File: src/rtl/uart_frame_parser.sv
// uart_frame_parser
// ------------------------------------------------------------------
// Purpose:
//   Extracts framed commands from the UART receiver byte stream.
//   A frame is SYNC_BYTE, CMD, LEN, LEN payload bytes, CHK. CHK is the
//   XOR of CMD, LEN and every payload byte. The payload is packed into
//   32-bit little-endian words and held in a show-ahead FIFO. The
//   consumer drains the FIFO through a valid/ready handshake. Frame
//   start, success and failure are reported as one-cycle pulses.
//
// Ports:
//   i_clk          system clock
//   i_rst          synchronous reset, active low (0 = reset)
//   i_byte_valid   one-cycle strobe marking a received byte
//   i_byte_data    received byte, valid with i_byte_valid
//   o_word_valid   FIFO head word available
//   o_word_data    FIFO head word; the first payload byte is in [7:0]
//   o_word_last    head word is the final payload word of its frame
//   i_word_ready   consumer takes the head word when o_word_valid=1
//   o_cmd          CMD byte of the most recent frame
//   o_frame_start  pulse after a CMD byte is accepted
//   o_frame_ok     pulse after a matching CHK byte
//   o_frame_err    pulse after any frame error
//   o_err_code     0 checksum, 1 bad length, 2 timeout, 3 overflow
//   o_busy         parser is inside a frame (state != IDLE)
// ------------------------------------------------------------------
module uart_frame_parser #(
  parameter logic [7:0] SYNC_BYTE  = 8'hA5,
  parameter int         MAX_LEN    = 64,
  parameter int         TIMEOUT    = 3000000,
  parameter int         FIFO_DEPTH = 8
) (
  input  logic        i_clk,
  input  logic        i_rst,
  input  logic        i_byte_valid,
  input  logic [7:0]  i_byte_data,
  output logic        o_word_valid,
  output logic [31:0] o_word_data,
  output logic        o_word_last,
  input  logic        i_word_ready,
  output logic [7:0]  o_cmd,
  output logic        o_frame_start,
  output logic        o_frame_ok,
  output logic        o_frame_err,
  output logic [1:0]  o_err_code,
  output logic        o_busy
);

  localparam int             TW        = $clog2(TIMEOUT);
  localparam int             PW        = $clog2(FIFO_DEPTH);
  localparam logic [TW-1:0]  TMAX      = TW'(TIMEOUT - 1);
  localparam logic [7:0]     MAX_LEN_B = 8'(MAX_LEN);
  localparam logic [PW:0]    FULL_CNT  = (PW + 1)'(FIFO_DEPTH);

  typedef enum logic [2:0] {
    S_IDLE,
    S_CMD,
    S_LEN,
    S_PAYLOAD,
    S_CHK
  } state_t;

  state_t          r_state;
  state_t          w_nstate;
  logic [7:0]      r_cmd;
  logic [7:0]      r_xor;
  logic [7:0]      r_remain;
  logic [1:0]      r_idx;
  logic [23:0]     r_word;
  logic [TW-1:0]   r_tcnt;
  logic            r_frame_start;
  logic            r_frame_ok;
  logic            r_frame_err;
  logic [1:0]      r_err_code;

  logic [32:0]     r_mem [FIFO_DEPTH];
  logic [PW-1:0]   r_wptr;
  logic [PW-1:0]   r_rptr;
  logic [PW:0]     r_count;

  logic            w_start_nxt;
  logic            w_ok_nxt;
  logic            w_err_nxt;
  logic [1:0]      w_code_nxt;
  logic            w_timeout;
  logic            w_word_done;
  logic            w_full;
  logic            w_pop;
  logic            w_push;
  logic            w_overflow;
  logic            w_last;
  logic [32:0]     w_head;

  // FIFO handshake. A completed word that meets a full FIFO is only an
  // overflow when the consumer is not freeing a slot at the same edge.
  assign w_full      = (r_count == FULL_CNT);
  assign w_pop       = o_word_valid && i_word_ready;
  assign w_word_done = (r_state == S_PAYLOAD) && i_byte_valid && (r_idx == 2'd3);
  assign w_overflow  = w_word_done && w_full && !w_pop;
  assign w_push      = w_word_done && !w_overflow;
  assign w_last      = (r_remain == 8'd1);
  assign w_timeout   = (r_state != S_IDLE) && (r_tcnt == TMAX);
  assign w_head      = r_mem[r_rptr];

  assign o_word_valid  = (r_count != '0);
  assign o_word_data   = o_word_valid ? w_head[31:0] : 32'd0;
  assign o_word_last   = o_word_valid && w_head[32];
  assign o_cmd         = r_cmd;
  assign o_frame_start = r_frame_start;
  assign o_frame_ok    = r_frame_ok;
  assign o_frame_err   = r_frame_err;
  assign o_err_code    = r_err_code;
  assign o_busy        = (r_state != S_IDLE);

  // Next-state and status-pulse decode. A byte strobe always takes
  // priority over the timeout, so a byte arriving on the last allowed
  // cycle keeps the frame alive.
  always_comb begin
    w_nstate    = r_state;
    w_start_nxt = 1'b0;
    w_ok_nxt    = 1'b0;
    w_err_nxt   = 1'b0;
    w_code_nxt  = 2'd0;
    if (i_byte_valid) begin
      case (r_state)
        S_IDLE: begin
          if (i_byte_data == SYNC_BYTE) begin
            w_nstate = S_CMD;
          end
        end
        S_CMD: begin
          w_nstate    = S_LEN;
          w_start_nxt = 1'b1;
        end
        S_LEN: begin
          if (i_byte_data == 8'd0) begin
            w_nstate = S_CHK;
          end else if ((i_byte_data > MAX_LEN_B) || (i_byte_data[1:0] != 2'd0)) begin
            w_nstate   = S_IDLE;
            w_err_nxt  = 1'b1;
            w_code_nxt = 2'd1;
          end else begin
            w_nstate = S_PAYLOAD;
          end
        end
        S_PAYLOAD: begin
          if (w_overflow) begin
            w_nstate   = S_IDLE;
            w_err_nxt  = 1'b1;
            w_code_nxt = 2'd3;
          end else if (w_last) begin
            w_nstate = S_CHK;
          end
        end
        S_CHK: begin
          w_nstate = S_IDLE;
          if (i_byte_data == r_xor) begin
            w_ok_nxt = 1'b1;
          end else begin
            w_err_nxt  = 1'b1;
            w_code_nxt = 2'd0;
          end
        end
        default: begin
          w_nstate = S_IDLE;
        end
      endcase
    end else if (w_timeout) begin
      w_nstate   = S_IDLE;
      w_err_nxt  = 1'b1;
      w_code_nxt = 2'd2;
    end
  end

  // State register, status pulses and the frame datapath. Payload bytes
  // shift in from the top so that after three bytes the first one sits
  // in [7:0]; the fourth byte completes the word on its way into the FIFO.
  always_ff @(posedge i_clk) begin
    if (!i_rst) begin
      r_state       <= S_IDLE;
      r_cmd         <= 8'd0;
      r_xor         <= 8'd0;
      r_remain      <= 8'd0;
      r_idx         <= 2'd0;
      r_word        <= 24'd0;
      r_tcnt        <= '0;
      r_frame_start <= 1'b0;
      r_frame_ok    <= 1'b0;
      r_frame_err   <= 1'b0;
      r_err_code    <= 2'd0;
    end else begin
      r_state       <= w_nstate;
      r_frame_start <= w_start_nxt;
      r_frame_ok    <= w_ok_nxt;
      r_frame_err   <= w_err_nxt;
      r_err_code    <= w_code_nxt;

      if (i_byte_valid || (r_state == S_IDLE) || w_timeout) begin
        r_tcnt <= '0;
      end else begin
        r_tcnt <= r_tcnt + TW'(1);
      end

      if (i_byte_valid) begin
        case (r_state)
          S_CMD: begin
            r_cmd <= i_byte_data;
            r_xor <= i_byte_data;
          end
          S_LEN: begin
            r_xor    <= r_xor ^ i_byte_data;
            r_remain <= i_byte_data;
            r_idx    <= 2'd0;
          end
          S_PAYLOAD: begin
            r_xor    <= r_xor ^ i_byte_data;
            r_remain <= r_remain - 8'd1;
            r_idx    <= r_idx + 2'd1;
            r_word   <= {i_byte_data, r_word[23:8]};
          end
          default: begin
          end
        endcase
      end
    end
  end

  // FIFO pointers and occupancy. Queued words survive frame errors; only
  // reset empties the FIFO.
  always_ff @(posedge i_clk) begin
    if (!i_rst) begin
      r_wptr  <= '0;
      r_rptr  <= '0;
      r_count <= '0;
    end else begin
      if (w_push) begin
        r_wptr <= r_wptr + PW'(1);
      end
      if (w_pop) begin
        r_rptr <= r_rptr + PW'(1);
      end
      case ({w_push, w_pop})
        2'b10:   r_count <= r_count + (PW + 1)'(1);
        2'b01:   r_count <= r_count - (PW + 1)'(1);
        default: r_count <= r_count;
      endcase
    end
  end

  // FIFO storage; the top bit carries the last-word flag. Contents need
  // no reset because the read side is gated by the occupancy count.
  always_ff @(posedge i_clk) begin
    if (w_push) begin
      r_mem[r_wptr] <= {w_last, i_byte_data, r_word};
    end
  end

endmodule
File: config.mk
export PLATFORM = sky130hd
export DESIGN_NAME = uart_frame_parser
export DESIGN_NICKNAME = d
export VERILOG_FILES = /design/src/rtl/uart_frame_parser.sv
export SDC_FILE = /design/constraint.sdc
export NUM_CORES = 1
export LEC_CHECK = 0
export ABC_AREA = 1
export CAP_MARGIN = 10
export CELL_PAD_IN_SITES_DETAIL_PLACEMENT = 1
export CELL_PAD_IN_SITES_GLOBAL_PLACEMENT = 1
export CORE_ASPECT_RATIO = 1.4
export CORE_MARGIN = 2
export CORE_UTILIZATION = 44
export DETAILED_ROUTE_END_ITERATION = 10
export PLACE_DENSITY_LB_ADDON = 0.1
export SLEW_MARGIN = 10
export SYNTH_ARGS = -nofsm -noshare
export SYNTH_HDL_FRONTEND = slang
export SYNTH_SLANG_ARGS = --single-unit
File: constraint.sdc
create_clock -name i_clk -period 9.31 [get_ports i_clk]
set_input_delay 2.793 -clock i_clk [delete_from_list [all_inputs] [get_ports i_clk]]
set_output_delay 2.793 -clock i_clk [all_outputs]
set_load 0.03 [all_outputs]
Word-level counts from Yosys, hierarchy flattened --
Memory sizes are Yosys's and may differ from the RTL's. A register that Yosys moved wholly into a read port is not among the register bits. Cells that the tools add are included.
Cells by class: equal/unequal tests 14, $add $sub $neg 7, reductions and logical operators 31, muxes and demuxes 32, magnitude comparators 1, bitwise gates (word level) 2
Operators with widths (number):
- $mux W32 | 1
- $pmux W8 S2 | 2
- $mux W3 | 8
- $add A22 B1 Y22 const B | 1
- $eq A22 B22 Y1 const B | 1
- $mux W1 | 12
- $pmux W3 S4 | 1
- $reduce_and A2 Y1 | 5
- $reduce_bool A2 Y1 | 5
- $eq A8 B1 Y1 const B | 1
- $eq A8 B8 Y1 | 1
- $eq A8 B8 Y1 const B | 1
- $gt A8 B7 Y1 const B | 1
- $logic_and A1 B1 Y1 | 8
- $logic_not A8 Y1 | 1
- $mux W2 | 4
- $pmux W2 S2 | 2
- $pmux W4 S2 | 1
- $sub A8 B1 Y8 const B | 1
- $xor A8 B8 Y8 | 1
- $add A3 B1 Y3 const B | 2
- $eq A3 B2 Y1 const B | 2
- $reduce_and A3 Y1 | 2
- $add A4 B1 Y4 const B | 1
- 17 further kinds | 22
Word-level totals: register bits after elaboration 90, memories 1, bits in writable memories 264, bits of input ports 12, output and inout bits 48
Memories:
- r_mem | depth 8, bits a word 33, read ports 1, clocked after memory_dff 1, write ports 1, line 76 | logic [32:0] r_mem [FIFO_DEPTH];

Depth between registers and ports, before layout --
depth in word-level cells 9, gate-level depth with buffers 14

Worst setup path before layout --
OpenSTA, ideal clock, no wires.
path type input to register, start input port i_byte_valid, end memory r_mem[6][0] (enable), buffers on the path 1, required time 8.846 ns, stages on the path 7, arrival 5.616 ns, setup slack 3.230 ns, cells stage by stage buf_4 > nand3_2 > inv_1 > nand2_2 > inv_1 > nand2_1 > nor3_1
On the way: longest elaborated chain between the ends 8
RTL lines:
- from (decl) | line 35 | input logic i_byte_valid,
- $logic_and A1 B1 Y1 * (2 in series) | line 98 | assign w_word_done = (r_state == S_PAYLOAD) && i_byte_valid && (r_idx == 2'd3);
- $logic_and A1 B1 Y1 (2 in series) | line 99 | assign w_overflow = w_word_done && w_full && !w_pop;
- $logic_not A1 Y1 | line 100 | assign w_push = w_word_done && !w_overflow;
- $logic_and A1 B1 Y1 * | line 100
- $mux W1 * | line 253 | if (w_push) begin
- $mux W1 (not written as such) * | line 254 | r_mem[r_wptr] <= {w_last, i_byte_data, r_word};
- to (decl) | line 76
Every way passes the cells marked *; elsewhere a longest branch is shown, timed or not.

==> flow_summary.ini <==
[power]
irDropWorstVdd_mv = 0.269
p_switching_uw = 1610
power.internal_uw = 3060
p_per_area_nw_per_um2 = 279
p_clk_frac = 0.309
netSwitchingFraction = 0.345
power_frac_comb = 0.305
p_leak_uw = 0.00571
total_power_uw = 4670
pwr-share-seq = 0.386

[setup_path]
r2r_setup_slack_ns = 5.99
r2r_end = r_mem[4][28]
rr_worst_depth = 9
start_kind = flop
endpoint_kind = primary output
crit_end = o_word_data[0]
r2r_start = r_state[0]
crit_path_max_fanout = 85
crit_arrival_ns = 3.81
path_class = reg -> out
crit_required_ns = 6.52

[synth]
ys_top_cells_by_area = edfxtp_1 54%, dfxtp_1 13%, nor2_1 8.6%
syn-num-nets = 1380
syn_area_um2 = 14600
netlist_top_cells_count = 335 x nor2_1, 264 x edfxtp_1, 137 x nand2_1
yosysMostFrequentCell = nor2_1
synthDistinctLibCells = 35
seq_area_frac_synth = 0.671
synth_top_area_share = 0.543
synth_area_leader_cell = edfxtp_1
yosysWarnings = 0
synth_edf_count = 264
async_flop_share = 0
syn_inst = 1359
synth-main-ff-cell = edfxtp_1
syn_area_per_cell_um2 = 10.7
ys_seq_elements = 357

[layout]
nets = 1418
diodes = 0
area_growth_pct = 14.6
post-route-cell-area_um2 = 16700
num-fill-cells = 3504
fin_cells = 1862
final_layout_size_suffix_gt1_frac = 0.0696

[clock_tree]
postCtsSetupBuffers = 0
cts_tree = yes
clockBufferDepth = 3
cts-htree-levels = 2
cts_buffers = 35
hold_buffers = 0
worstSkewPairLatency_ns = 0.54
cts.clk_slew.worst_paths_ns = 0.06
clkSinkCount = 357
root_buffer = clkbuf_16
cts.repair.resized = 0

[place]
place_inst = 1800
hpwl_mm = 21.5
dpl_cell_area_um2 = 15600
gp_congestion = 0.796
port-buffer-count = 59

[timing]
fmax_mhz = 152
setup_viol = 0
finalSetupTns_ns = 0
finalCritPeriodShare = 0.709
worst_pin_slew_ns = 1.11
finClkSkew_ns = 0.0286
rsz0062_at_grt = no
finalHoldViolCount = 0
finalMaxSlewViolations = 0
min_period_ns = 6.60
max_slew_margin = 0.260
holdWs_ns = 0.450

[global_routing]
grt_pass1_vias = 10700
grt_usage = 0.224
grt_max_degree = 86
overflow = 0
antenna_found_initial = 0
grt_pass1_wl_mm = 59.0

[route]
wl_mm = 38.0
vias = 10200
wl_per_cell_um = 20.4
drt-initial-drc-count = 659
firstDrtPassIters = 4
viasPerCell = 5.49
ant_nets = 0
route.detailed.drc = 0

[outcome]
status = finished, final reports clean

[floorplanning]
die_h_um = 219
io_pins = 60
start_util = 0.449
die-area_um2 = 34600
coreArea_um2 = 32500
num_rows = 78
die_x_um = 158

[worst_hold_path]
hp-class = reg -> reg

[job]
cap_violations = 0
[metal layers]
metal,vias to the layer above,track usage,wire length [um]
met2,171,0.413,20100
met5,-,0,0
li1,4839,-,-
met3,54,0.0346,1240
met4,0,0.0624,809
met1,5158,0.267,15800
[logic make-up (layout without fill, tap and decap cells)]
kind of cell	after synthesis	count (layout)	share of synthesized area
DFF	357	357	0.671
xor gates and xnor gates	23	23	0.0138
buffers and inverters	138	201	0.0399
AOI/OAI and AO/OA	281	281	0.114
adders and majority gates	9	9	0.00772
and+or+nand+nor	551	551	0.153
[power groups by stage]
| stage | clock network (uW) | registers (uW) | logic, uW |
|---|---|---|---|
| final | 1440 | 1800 | 1420 |
| after global routing | 1530 | 1820 | 1550 |
| after CTS | 1470 | 1810 | 1450 |
| after detailed placement | 0 | 1840 | 1430 |
| after global placement | 0 | 1840 | 1410 |
| after floorplan | 0 | 1770 | 958 |
[area by class of cell]
type / count / area, um2 / area share
Sequential cell: 357 / 9800 / 0.586
Multi-Input combinational cell: 864 / 4270 / 0.255
Clock buffer: 49 / 1010 / 0.0603
Timing Repair Buffer: 74 / 703 / 0.0421
Tap cell: 440 / 551 / 0.0329
Inverter: 65 / 246 / 0.0147
Clock inverter: 13 / 148 / 0.00883
[metrics by stage]
stage | utilization | worst slack, ns
after floorplan | - | 3.23
after global placement | 0.479 | 3.23
after detailed placement | 0.479 | 3.17
after CTS | 0.514 | 2.60
after global routing | 0.514 | 2.44
final | 0.514 | 2.71
[sequential cells by signal (all words and copies together), names as in the netlist, named ones only]
register / cells
r_mem: 264
r_wptr: 3
r_state: 3
r_word: 24
r_idx: 2
o_cmd: 8
r_remain: 8
o_frame_start: 1
r_tcnt: 22
r_rptr: 3
r_count: 4
r_xor: 8
o_frame_err: 1
o_err_code: 2
o_frame_ok: 1
[critical path, stage by stage, from the launching register on]
cell,delay (ns)
dfxtp_4,0.51
inv_4,0.76
buf_4,0.58
nor2_1,0.08
o32ai_1,0.25
o21ai_0,0.14
nor2_1,0.22
clkdlybuf4s50_1,0.70
[worst min path at each step]
stage | startpoint | end | cells past startpoint
after global placement | r_tcnt[0] | r_tcnt[0] | 1
after floorplan | r_tcnt[0] | r_tcnt[0] | 1
after detailed placement | r_tcnt[0] | r_tcnt[0] | 1
after global routing | r_tcnt[0] | r_tcnt[0] | 1
after CTS | r_tcnt[0] | r_tcnt[0] | 1
final | r_tcnt[0] | r_tcnt[0] | 1
[layout by cell type, fill, tap and decap left out, types with 6 or more instances in the layout]
cell             instances
a21oi_1                 72
buf_4                   15
clkbuf_1                 6
clkbuf_16               35
clkbuf_8                 8
clkdlybuf4s50_1         59
dfxtp_1                 91
edfxtp_1               264
ha_1                     9
inv_1                   59
nand2_1                137
nand3_1                 28
nand4_1                 12
nor2_1                 333
nor3_1                   9
nor3_2                   7
o21ai_0                132
o32ai_1                 66
xnor2_1                 13
xor2_1                  10
Power figures use the tool's default switching activity.
